`config.mk`:
```
export PLATFORM = sky130hd
export DESIGN_NAME = wb_req_arbiter
export DESIGN_NICKNAME = d
export VERILOG_FILES = /design/src/rtl/wb_req_arbiter.sv
export SDC_FILE = /design/constraint.sdc
export NUM_CORES = 1
export LEC_CHECK = 0
export CORE_ASPECT_RATIO = 0.7
export CORE_MARGIN = 10
export CORE_UTILIZATION = 42
export DETAILED_ROUTE_END_ITERATION = 8
export HOLD_SLACK_MARGIN = 0.03
export PLACE_DENSITY_LB_ADDON = 0.08
export RECOVER_POWER = 25
export SLEW_MARGIN = 5
export SYNTH_ARGS = -nofsm -noshare
export SYNTH_HDL_FRONTEND = slang
export SYNTH_SLANG_ARGS = --single-unit
export TNS_END_PERCENT = 50
```
`constraint.sdc`:
```
create_clock -name clock -period 3.93 [get_ports clock]
set_input_delay 0.393 -clock clock [delete_from_list [all_inputs] [get_ports clock]]
set_output_delay 0.393 -clock clock [all_outputs]
set_load 0.02 [all_outputs]
```
`src/rtl/wb_req_arbiter.sv`:
```
// wb_req_arbiter: two-port round-robin arbiter/sequencer for the CPU side of
// wishbone_manager. Port 0 = instruction fetch, port 1 = load/store.
// The winner's request fields are latched at grant, a one-cycle READ/WRITE
// strobe is issued, the manager's BUSY is tracked to completion, and read data
// is returned with a one-cycle ack to the granted port.
// Optional feature macro: WB_REQ_ARBITER_TIMEOUT_EN (abort after TIMEOUT wait
// cycles with ack+err and zero read data).
module wb_req_arbiter #(
    parameter int ADDR_W  = 32,
    parameter int DATA_W  = 32,
    parameter int TIMEOUT = 255
) (
    input  logic                clock,
    input  logic                reset,
    input  logic                r0_req,
    input  logic                r0_we,
    input  logic [ADDR_W-1:0]   r0_adr,
    input  logic [DATA_W/8-1:0] r0_sel,
    input  logic [DATA_W-1:0]   r0_wdat,
    output logic [DATA_W-1:0]   r0_rdat,
    output logic                r0_ack,
    output logic                r0_err,
    input  logic                r1_req,
    input  logic                r1_we,
    input  logic [ADDR_W-1:0]   r1_adr,
    input  logic [DATA_W/8-1:0] r1_sel,
    input  logic [DATA_W-1:0]   r1_wdat,
    output logic [DATA_W-1:0]   r1_rdat,
    output logic                r1_ack,
    output logic                r1_err,
    output logic                mgr_read,
    output logic                mgr_write,
    output logic [ADDR_W-1:0]   mgr_adr,
    output logic [DATA_W/8-1:0] mgr_sel,
    output logic [DATA_W-1:0]   mgr_wdat,
    input  logic [DATA_W-1:0]   mgr_rdat,
    input  logic                mgr_busy
);

    localparam int SEL_W = DATA_W / 8;

    typedef enum logic [2:0] {
        ST_IDLE       = 3'd0,
        ST_ISSUE      = 3'd1,
        ST_WAIT_START = 3'd2,
        ST_WAIT_END   = 3'd3,
        ST_DONE       = 3'd4
    } state_t;

    state_t              state_r,      state_s;
    logic                grant_r,      grant_s;
    logic                last_grant_r, last_grant_s;
    logic                we_r,         we_s;
    logic [ADDR_W-1:0]   adr_r,        adr_s;
    logic [SEL_W-1:0]    sel_r,        sel_s;
    logic [DATA_W-1:0]   wdat_r,       wdat_s;
    logic                mgr_read_r,   mgr_read_s;
    logic                mgr_write_r,  mgr_write_s;
    logic                r0_ack_r,     r0_ack_s;
    logic                r1_ack_r,     r1_ack_s;
    logic [DATA_W-1:0]   r0_rdat_r,    r0_rdat_s;
    logic [DATA_W-1:0]   r1_rdat_r,    r1_rdat_s;
    logic                win_s;
    logic                finish_s;
    logic [DATA_W-1:0]   done_dat_s;

`ifdef WB_REQ_ARBITER_TIMEOUT_EN
    localparam int TMO_W = 16;
    localparam logic [TMO_W-1:0] TMO_LIMIT = TMO_W'(TIMEOUT);

    logic [TMO_W-1:0]    tmo_cnt_r,    tmo_cnt_s;
    logic                r0_err_r,     r0_err_s;
    logic                r1_err_r,     r1_err_s;
    logic                tmo_hit_s;
    logic                abort_s;
`endif

    // Round-robin winner: a lone requester wins, a tie goes to the port not granted last.
    always_comb begin
        if (r0_req && r1_req) begin
            win_s = ~last_grant_r;
        end else if (r1_req) begin
            win_s = 1'b1;
        end else begin
            win_s = 1'b0;
        end
    end

    // Next-state and next-register-value logic for the transaction sequencer.
    always_comb begin
        state_s      = state_r;
        grant_s      = grant_r;
        last_grant_s = last_grant_r;
        we_s         = we_r;
        adr_s        = adr_r;
        sel_s        = sel_r;
        wdat_s       = wdat_r;
        mgr_read_s   = 1'b0;
        mgr_write_s  = 1'b0;
        r0_ack_s     = 1'b0;
        r1_ack_s     = 1'b0;
        r0_rdat_s    = r0_rdat_r;
        r1_rdat_s    = r1_rdat_r;
        finish_s     = 1'b0;
        done_dat_s   = mgr_rdat;
`ifdef WB_REQ_ARBITER_TIMEOUT_EN
        tmo_cnt_s    = tmo_cnt_r;
        r0_err_s     = 1'b0;
        r1_err_s     = 1'b0;
        abort_s      = 1'b0;
        tmo_hit_s    = (tmo_cnt_r == (TMO_LIMIT - {{(TMO_W-1){1'b0}}, 1'b1}));
`endif
        case (state_r)
            ST_IDLE: begin
                // No grant while the manager is still finishing an earlier cycle.
                if (!mgr_busy && (r0_req || r1_req)) begin
                    state_s      = ST_ISSUE;
                    grant_s      = win_s;
                    last_grant_s = win_s;
                    if (win_s) begin
                        we_s   = r1_we;
                        adr_s  = r1_adr;
                        sel_s  = r1_sel;
                        wdat_s = r1_wdat;
                    end else begin
                        we_s   = r0_we;
                        adr_s  = r0_adr;
                        sel_s  = r0_sel;
                        wdat_s = r0_wdat;
                    end
                    // Strobe registers so it is high exactly during ISSUE.
                    mgr_read_s  = ~we_s;
                    mgr_write_s = we_s;
                end else begin
                    state_s = ST_IDLE;
                end
            end
            ST_ISSUE: begin
                state_s = ST_WAIT_START;
`ifdef WB_REQ_ARBITER_TIMEOUT_EN
                tmo_cnt_s = {TMO_W{1'b0}};
`endif
            end
            ST_WAIT_START: begin
`ifdef WB_REQ_ARBITER_TIMEOUT_EN
                tmo_cnt_s = tmo_cnt_r + {{(TMO_W-1){1'b0}}, 1'b1};
                if (tmo_hit_s) begin
                    abort_s = 1'b1;
                end else
`endif
                if (mgr_busy) begin
                    state_s = ST_WAIT_END;
                end else begin
                    state_s = ST_WAIT_START;
                end
            end
            ST_WAIT_END: begin
`ifdef WB_REQ_ARBITER_TIMEOUT_EN
                tmo_cnt_s = tmo_cnt_r + {{(TMO_W-1){1'b0}}, 1'b1};
                if (tmo_hit_s) begin
                    abort_s = 1'b1;
                end else
`endif
                if (!mgr_busy) begin
                    finish_s = 1'b1;
                end else begin
                    state_s = ST_WAIT_END;
                end
            end
            ST_DONE: begin
                state_s = ST_IDLE;
            end
            default: begin
                state_s = ST_IDLE;
            end
        endcase

`ifdef WB_REQ_ARBITER_TIMEOUT_EN
        // An aborted wait completes like a normal one but with zero data and err.
        if (abort_s) begin
            finish_s   = 1'b1;
            done_dat_s = {DATA_W{1'b0}};
            if (grant_r) begin
                r1_err_s = 1'b1;
            end else begin
                r0_err_s = 1'b1;
            end
        end else begin
            done_dat_s = mgr_rdat;
        end
`endif

        // Completion: ack and data go to the granted port only; the other holds.
        if (finish_s) begin
            state_s = ST_DONE;
            if (grant_r) begin
                r1_ack_s  = 1'b1;
                r1_rdat_s = done_dat_s;
            end else begin
                r0_ack_s  = 1'b1;
                r0_rdat_s = done_dat_s;
            end
        end else begin
            done_dat_s = done_dat_s;
        end
    end

    // State and datapath registers; synchronous active-high reset.
    always_ff @(posedge clock) begin
        if (reset) begin
            state_r      <= ST_IDLE;
            grant_r      <= 1'b0;
            last_grant_r <= 1'b1;
            we_r         <= 1'b0;
            adr_r        <= {ADDR_W{1'b0}};
            sel_r        <= {SEL_W{1'b0}};
            wdat_r       <= {DATA_W{1'b0}};
            mgr_read_r   <= 1'b0;
            mgr_write_r  <= 1'b0;
            r0_ack_r     <= 1'b0;
            r1_ack_r     <= 1'b0;
            r0_rdat_r    <= {DATA_W{1'b0}};
            r1_rdat_r    <= {DATA_W{1'b0}};
`ifdef WB_REQ_ARBITER_TIMEOUT_EN
            tmo_cnt_r    <= {TMO_W{1'b0}};
            r0_err_r     <= 1'b0;
            r1_err_r     <= 1'b0;
`endif
        end else begin
            state_r      <= state_s;
            grant_r      <= grant_s;
            last_grant_r <= last_grant_s;
            we_r         <= we_s;
            adr_r        <= adr_s;
            sel_r        <= sel_s;
            wdat_r       <= wdat_s;
            mgr_read_r   <= mgr_read_s;
            mgr_write_r  <= mgr_write_s;
            r0_ack_r     <= r0_ack_s;
            r1_ack_r     <= r1_ack_s;
            r0_rdat_r    <= r0_rdat_s;
            r1_rdat_r    <= r1_rdat_s;
`ifdef WB_REQ_ARBITER_TIMEOUT_EN
            tmo_cnt_r    <= tmo_cnt_s;
            r0_err_r     <= r0_err_s;
            r1_err_r     <= r1_err_s;
`endif
        end
    end

    assign mgr_read  = mgr_read_r;
    assign mgr_write = mgr_write_r;
    assign mgr_adr   = adr_r;
    assign mgr_sel   = sel_r;
    assign mgr_wdat  = wdat_r;
    assign r0_ack    = r0_ack_r;
    assign r1_ack    = r1_ack_r;
    assign r0_rdat   = r0_rdat_r;
    assign r1_rdat   = r1_rdat_r;

`ifdef WB_REQ_ARBITER_TIMEOUT_EN
    assign r0_err = r0_err_r;
    assign r1_err = r1_err_r;
`else
    assign r0_err = 1'b0;
    assign r1_err = 1'b0;
`endif

endmodule
```
==> key figures, run 1 <==
STA
  – Worst hold margin: 0.453 ns
  – Minimum clock period: 2.29 ns
  – Setup violations, final: 0
  – Worst slew margin: 15.6%
  – Tightest Pin Transition: roughly 1.3 ns
  – Setup Skew: around 0.0092 ns
  – Part of the cycle the worst path needs: 58.2%
  – RSZ-0062 raised after global routing: false
  – Setup_tns: 0 ns
  – Final Max Tran Viols: 0
  – Fmax: 438 MHz
  – Final Hold Vio Count: 0

Drt
  – Met2 Routed Length: 11400 um
  – Router iterations before antenna repair: 5
  – DRT met1 WL: 8580 um
  – DRT iter0 DRCs: 305
  – Remaining DRCs: 0
  – Metal3 WL: 1880 um
  – Final wirelength: 22300 um
  – Max Used Layer: met4
  – Vias/cell: ~5.4
  – Vias: 5751
  – Final antenna-violating net count: 0
  – Avg WL per Cell: 20.8 um

Clock tree
  – CTS Hold Bufs: 0
  – PostCTS Resize Cnt: 0
  – CTS H-tree depth: 4
  – Bufs on Longest Clock Path: 2
  – Clock Latency Late Sink: roughly 0.4 ns
  – # clock sinks: 141
  – Worst-path clk slew: 0.06 ns
  – Total setup buffers inserted after CTS: 0
  – Root buffer cell: clkbuf_16
  – CTS buffer count: 17
  – CTS tree: built

Finish
  – Final Non-Filler Cells: 1070
  – Layout net count: 1047
  – Ant. Diodes: 0
  – Util after Layout: 71.6%
  – Layout cells sized above 1: 5.54%
  – Fillers: 961
  – Layout area overhead: 65.9%

Setup path
  – WS Path Type: input port to flop
  – CP Launch Type: input port
  – CP max FO: 38
  – CP required: 4.22 ns
  – CP arrival: ~2.6 ns
  – Crit. End Element: flop

Synthesis
  – EDFF count, synth: 0
  – Top FF cell, synth: dfxtp_1
  – Synth warn: 0
  – Asr flop ratio synth: 0%
  – Register area share after synthesis: 49.3%
  – Gate Count Post-Synth: 598
  – Syn Std Cell Area: around 5700 sq um
  – Library cells used by synthesis: 25
  – Mapped Avg Cell Area: 9.57 sq um
  – FF+latch count, synth: around 140

Global routing
  – Initial antenna violation count: 0
  – Vias in the first global route: ~5900
  – First-pass GRT wire length: approximately 34000 um
  – Largest net degree at the start of global routing: 77
  – Tot GR Track Use: 22.2%
  – Total global routing overflow: 0

Power and ir drop
  – Leakage power: 3.76 nW
  – Pwr dens: between 400 and 500 nW/um^2
  – Peak supply drop: 0.364 mV

Place
  – GP Congestion: 0.826
  – IO buf count: 310
  – Placed cells: 1038
  – Final HPWL DP: 16300 um

Die
  – I/O pin count: 313
  – Starting Density: 43.1%
  – Chip width: 160 um
  – Cell Rows: 35
  – Die area: 18800 sq um
  – Core area: 13300 sq um
  – Die H: 118 um

Min path
  – Worst hold path type: flop to flop

Flow run
  – Max-Cap Viols: 0

Run status
  – Outcome: complete, no violations
-- worst paths after layout --
check               from     endpoint  slack (ns)  depth (start not counted)
min reg2reg  r0_rdat[17]  r0_rdat[17]        0.45                          2
max               r1_req   mgr_adr[6]        1.64                          5
max reg2reg   state_r[1]   r1_rdat[8]        1.85                          3
min          r0_rdat[17]  r0_rdat[17]        0.45                          2
-- kinds of logic (layout without fill, tap and decap cells) --
kind of cell           count (synthesis)  in the layout  synth area share [%]
AO/OA/AOI/OAI                        142            142                  21.7
multiplexers                          65             65                  11.4
buffers and inverters                135            421                  9.25
AND/OR/NAND/NOR                      114            114                  8.31
flip-flops                           141            141                  49.3
other                                  1              2                0.0655
-- synth_stat cells (all sizes together) (2+ instances only) --
master,count,area share [%]
clkbuf,55,3.6
nor3b,2,0.26
buf,10,1.0
dfxtp,141,49
nor2,3,0.20
nor2b,3,0.33
nand2,100,6.6
inv,70,4.6
a221oi,68,10
o32ai,68,10
nor3,2,0.17
mux2i,65,11
-- power by group --
group	internal [mW]	leakage (nW)	switching, mW
logic	0.369	2.32	0.362
clock network	1.02	0.288	0.620
registers	1.51	1.15	0.0432
-- per-layer routing --
layer | GRT usage, % | vias to the layer above
met5 | 0 | -
met4 | 6.29 | 0
met3 | 8.63 | 20
met2 | 39.5 | 225
met1 | 23.8 | 2768
li1 | - | 2738
-- stage by stage --
stage | area, sq um | power, mW | setup WS, ns
after floorplan | 5730 | 1.92 | 2.34
after global placement | 8890 | 2.31 | 1.36
after detailed placement | 8890 | 2.33 | 1.24
after CTS | 9490 | 3.98 | 1.67
after global routing | 9490 | 4.08 | 1.45
final | 9490 | 3.93 | 1.64
-- cells in the final DEF (no fill, tap or decap), drive strengths merged --
master,Yosys,layout
buf,10,10
or4,1,1
nor4bb,1,1
conb,1,2
a221oi,68,68
and2,1,1
a21bo,1,1
a31o,1,1
nor3b,2,2
clkdlybuf4s50,0,242
dlygate4sd3,0,67
mux2i,65,65
nor3,2,2
a221o,1,1
nor4,1,1
dfxtp,141,141
a211oi,1,1
clkinv,0,3
clkbuf,55,20
nor2,3,3
inv,70,73
bufinv,0,3
a2111oi,1,1
o21ai,1,1
clkinvlp,0,3
nand2,100,100
o32ai,68,68
nor2b,3,3
-- area by class of cell --
| class | instances | area, sq um | share of cell area [%] |
|---|---|---|---|
| clock buffers | 20 | 447 | 4.70 |
| flip-flops and latches | 141 | 2820 | 29.7 |
| multi-input cells | 323 | 2400 | 25.3 |
| clock inverters | 12 | 161 | 1.70 |
| well taps | 185 | 231 | 2.44 |
| repair buffers | 319 | 3170 | 33.3 |
| inverters | 70 | 263 | 2.77 |
-- worst max-delay path, cell delays in order --
cell and delay (ns):
clkdlybuf4s50_1 0.56, nor2b_4 0.65, buf_4 0.51, o32ai_1 0.14, a221oi_1 0.31
-- registers in the layout, indices dropped and copies added (netlist names), 3 cells and up --
register,count
r0_rdat,32
r1_rdat,32
mgr_sel,4
state_r,3
mgr_adr,32
mgr_wdat,32
(Power assumes the default switching activity.)
==> inputs of run 2 (changes only) <==
--- a/config.mk
+++ b/config.mk
@@ -7,7 +7,7 @@
 export LEC_CHECK = 0
 export CORE_ASPECT_RATIO = 0.7
 export CORE_MARGIN = 10
-export CORE_UTILIZATION = 42
+export CORE_UTILIZATION = 39
 export DETAILED_ROUTE_END_ITERATION = 8
 export HOLD_SLACK_MARGIN = 0.03
 export PLACE_DENSITY_LB_ADDON = 0.08
==> constraint.sdc (replaced) <==
create_clock -name clock -period 2.17 [get_ports clock]
set_input_delay 0.217 -clock clock [delete_from_list [all_inputs] [get_ports clock]]
set_output_delay 0.217 -clock clock [all_outputs]
set_load 0.02 [all_outputs]
==> run 2 against run 1 <==
Clock skew grew 0.00095 ns; global-route usage shrank 2.2 points; first-iteration DRC count grew 21%; flip-flop and latch count is the same; critical path depth shrank 1; largest cell class unchanged; via count shrank 2.5%; critical endpoint is now r0_rdat[15]; largest power group is now sequential cells; final cell count grew 0.84%; count of clock-buffer cells in the layout shrank 3; sequential power grew 81%; sequential share of layout area shrank 0.24 points; wire length shrank 5.8%.
==> key figures, run 2 (synthesized netlist as in run 1, its figures left out) <==
STA
  – Fmax: around 530 MHz
  – Part of the cycle the worst path needs: 87.3%
  – Final Hold Vio Count: 0
  – Final Max Tran Viols: 0
  – Tightest Pin Transition: 0.800 ns
  – Setup Skew: 0.0102 ns
  – RSZ-0062 raised after global routing: false
  – Minimum clock period: about 1.9 ns
  – Setup_tns: 0 ns
  – Setup violations, final: 0
  – Worst slew margin: 46.7%

Clock tree
  – CTS H-tree depth: 4
  – Worst-path clk slew: approximately 0.07 ns
  – PostCTS Resize Cnt: 0
  – CTS buffer count: 17
  – Clock Latency Late Sink: about 0.41 ns
  – Bufs on Longest Clock Path: 2
  – Root buffer cell: clkbuf_16
  – # clock sinks: 141
  – CTS Hold Bufs: 0
  – CTS tree: built
  – Total setup buffers inserted after CTS: 0

Power and ir drop
  – NetSw: 1.96 mW
  – Pwr dens: 720 nW/um^2
  – Sequential power share: 40.8%
  – Sw frac: 28.4%
  – Leakage power: 3.75 nW
  – Internal power: approximately 4.9 mW
  – Clk network pwr share: 39.6%
  – Peak supply drop: 0.542 mV
  – Comb pwr share: 19.6%

Flow run
  – Max-Cap Viols: 0

Setup path
  – CP arrival: 2.22 ns
  – Worst Setup SP: state_r[1]
  – Reg-to-reg startpoint: state_r[1]
  – R2R cell count: 4
  – Crit. End Element: flop
  – CP Launch Type: flop
  – WS Path Type: flop to flop
  – CP required: 2.50 ns
  – R2R setup slack: 0.28 ns
  – Crit Reg-Reg Endpoint: r0_rdat[15]
  – CP max FO: 21
  – Setup crit end: r0_rdat[15]

Die
  – Die area: 20000 sq um
  – Core area: 14100 sq um
  – Cell Rows: 36
  – Chip width: 165 um
  – Die H: about 120 um
  – Starting Density: about two fifths
  – I/O pin count: 313

Drt
  – Vias/cell: between 5 and 6
  – Max Used Layer: met4
  – Vias: 5609
  – Final antenna-violating net count: 0
  – DRT iter0 DRCs: 370
  – Avg WL per Cell: 19.4 um
  – DRT met1 WL: 8230 um
  – Final wirelength: 21000 um
  – Met2 Routed Length: 10600 um
  – Metal3 WL: 1890 um
  – Remaining DRCs: 0
  – Router iterations before antenna repair: 7

Place
  – GP Congestion: 0.819
  – Placed cells: between 1000 and 1500
  – IO buf count: 310
  – Final HPWL DP: 15800 um

Finish
  – Area of the multi-input gates: 2400 sq um
  – Layout area overhead: 67.2%
  – Ant. Diodes: 0
  – Register area: 2820 sq um
  – Final Non-Filler Cells: 1079
  – Layout net count: 1051
  – Fillers: 1121
  – Commonest non-fill, non-tap cell in the layout: clkdlybuf4s50_1
  – Most frequent cells in the layout: clkdlybuf4s50_1, dfxtp_1, nand2_1
  – Layout cells sized above 1: between 6 and 7%

Global routing
  – Largest net degree at the start of global routing: 83
  – Initial antenna violation count: 0
  – Tot GR Track Use: 20.0%
  – Total global routing overflow: 0
  – Vias in the first global route: 5797
  – First-pass GRT wire length: 31800 um

Min path
  – Hold_sp: reset
  – Worst hold path type: input port to flop

Run status
  – Outcome: complete, no violations
[run 2: cell count changes in the layout (fill, tap and decap cells not counted), sizes merged]
cell / delta
inv: +5
clkbuf: -1
buf: +2
clkinv: +1
dlygate4sd3: -14
clkdlybuf4s50: +14
bufinv: -3
[run 2: worst min-delay path by stage]
stage / end / slack, ns / cells past startpoint
detailed placement: r0_rdat[17] / 0.45 / 2
floorplan: state_r[0] / 0.37 / 2
global placement: r0_rdat[0] / 0.44 / 2
CTS: r0_rdat[6] / 0.28 / 4
global route: r0_rdat[6] / 0.32 / 4
finish: r0_rdat[6] / 0.27 / 4
[run 2: stage by stage]
step | utilization (%) | area (sq um) | worst slack (ns) | hold slack (ns) | power (mW)
CTS | 67.7 | 9580 | 0.281 | 0.276 | 6.99
detailed placement | 63.8 | 9020 | 0.163 | 0.450 | 4.25
global placement | 63.8 | 9020 | 0.239 | 0.442 | 4.22
finish | 67.7 | 9570 | 0.276 | 0.269 | 6.89
global route | 67.7 | 9570 | 0.151 | 0.319 | 7.18
floorplan | - | 5730 | 0.578 | 0.370 | 3.47
[run 2: area by class of cell]
class / instances / share of cell area (%)
clock buffer: 17 / 4.45
clock inverter: 15 / 1.33
inverter: 70 / 2.75
multi-input combinational: 323 / 25.1
sequential: 141 / 29.5
tap: 190 / 2.48
timing repair buffer: 323 / 34.4
[run 2: power groups by stage]
stage,Clock (mW),Sequential (mW),Combinational [mW]
floorplan,0,3.03,0.441
global placement,0,2.86,1.36
detailed placement,0,2.87,1.38
CTS,2.79,2.81,1.38
global route,2.91,2.83,1.45
finish,2.73,2.81,1.35
[run 2: layer usage]
| metal | track usage [%] | up-vias |
|---|---|---|
| met5 | 0 | - |
| met4 | 4.86 | 0 |
| met3 | 7.97 | 14 |
| met2 | 36.0 | 207 |
| met1 | 21.5 | 2628 |
| li1 | - | 2760 |
[run 2: critical path, cell delays in order, from the launching register on]
cell and delay, ns:
dfxtp_1 0.46, nor4bb_1 0.49, nor2b_4 0.38, buf_12 0.23, mux2i_1 0.24
==> inputs of run 3 (changes only) <==
--- a/config.mk
+++ b/config.mk
@@ -8,6 +8,7 @@
 export CORE_ASPECT_RATIO = 0.7
 export CORE_MARGIN = 10
 export CORE_UTILIZATION = 39
+export CTS_CLUSTER_SIZE = 8
 export DETAILED_ROUTE_END_ITERATION = 8
 export HOLD_SLACK_MARGIN = 0.03
 export PLACE_DENSITY_LB_ADDON = 0.08
@@ -16,4 +17,3 @@
 export SYNTH_ARGS = -nofsm -noshare
 export SYNTH_HDL_FRONTEND = slang
 export SYNTH_SLANG_ARGS = --single-unit
-export TNS_END_PERCENT = 50
==> results of run 3 <==
The final DEF is identical to that of run 2; final timing and power are the same.
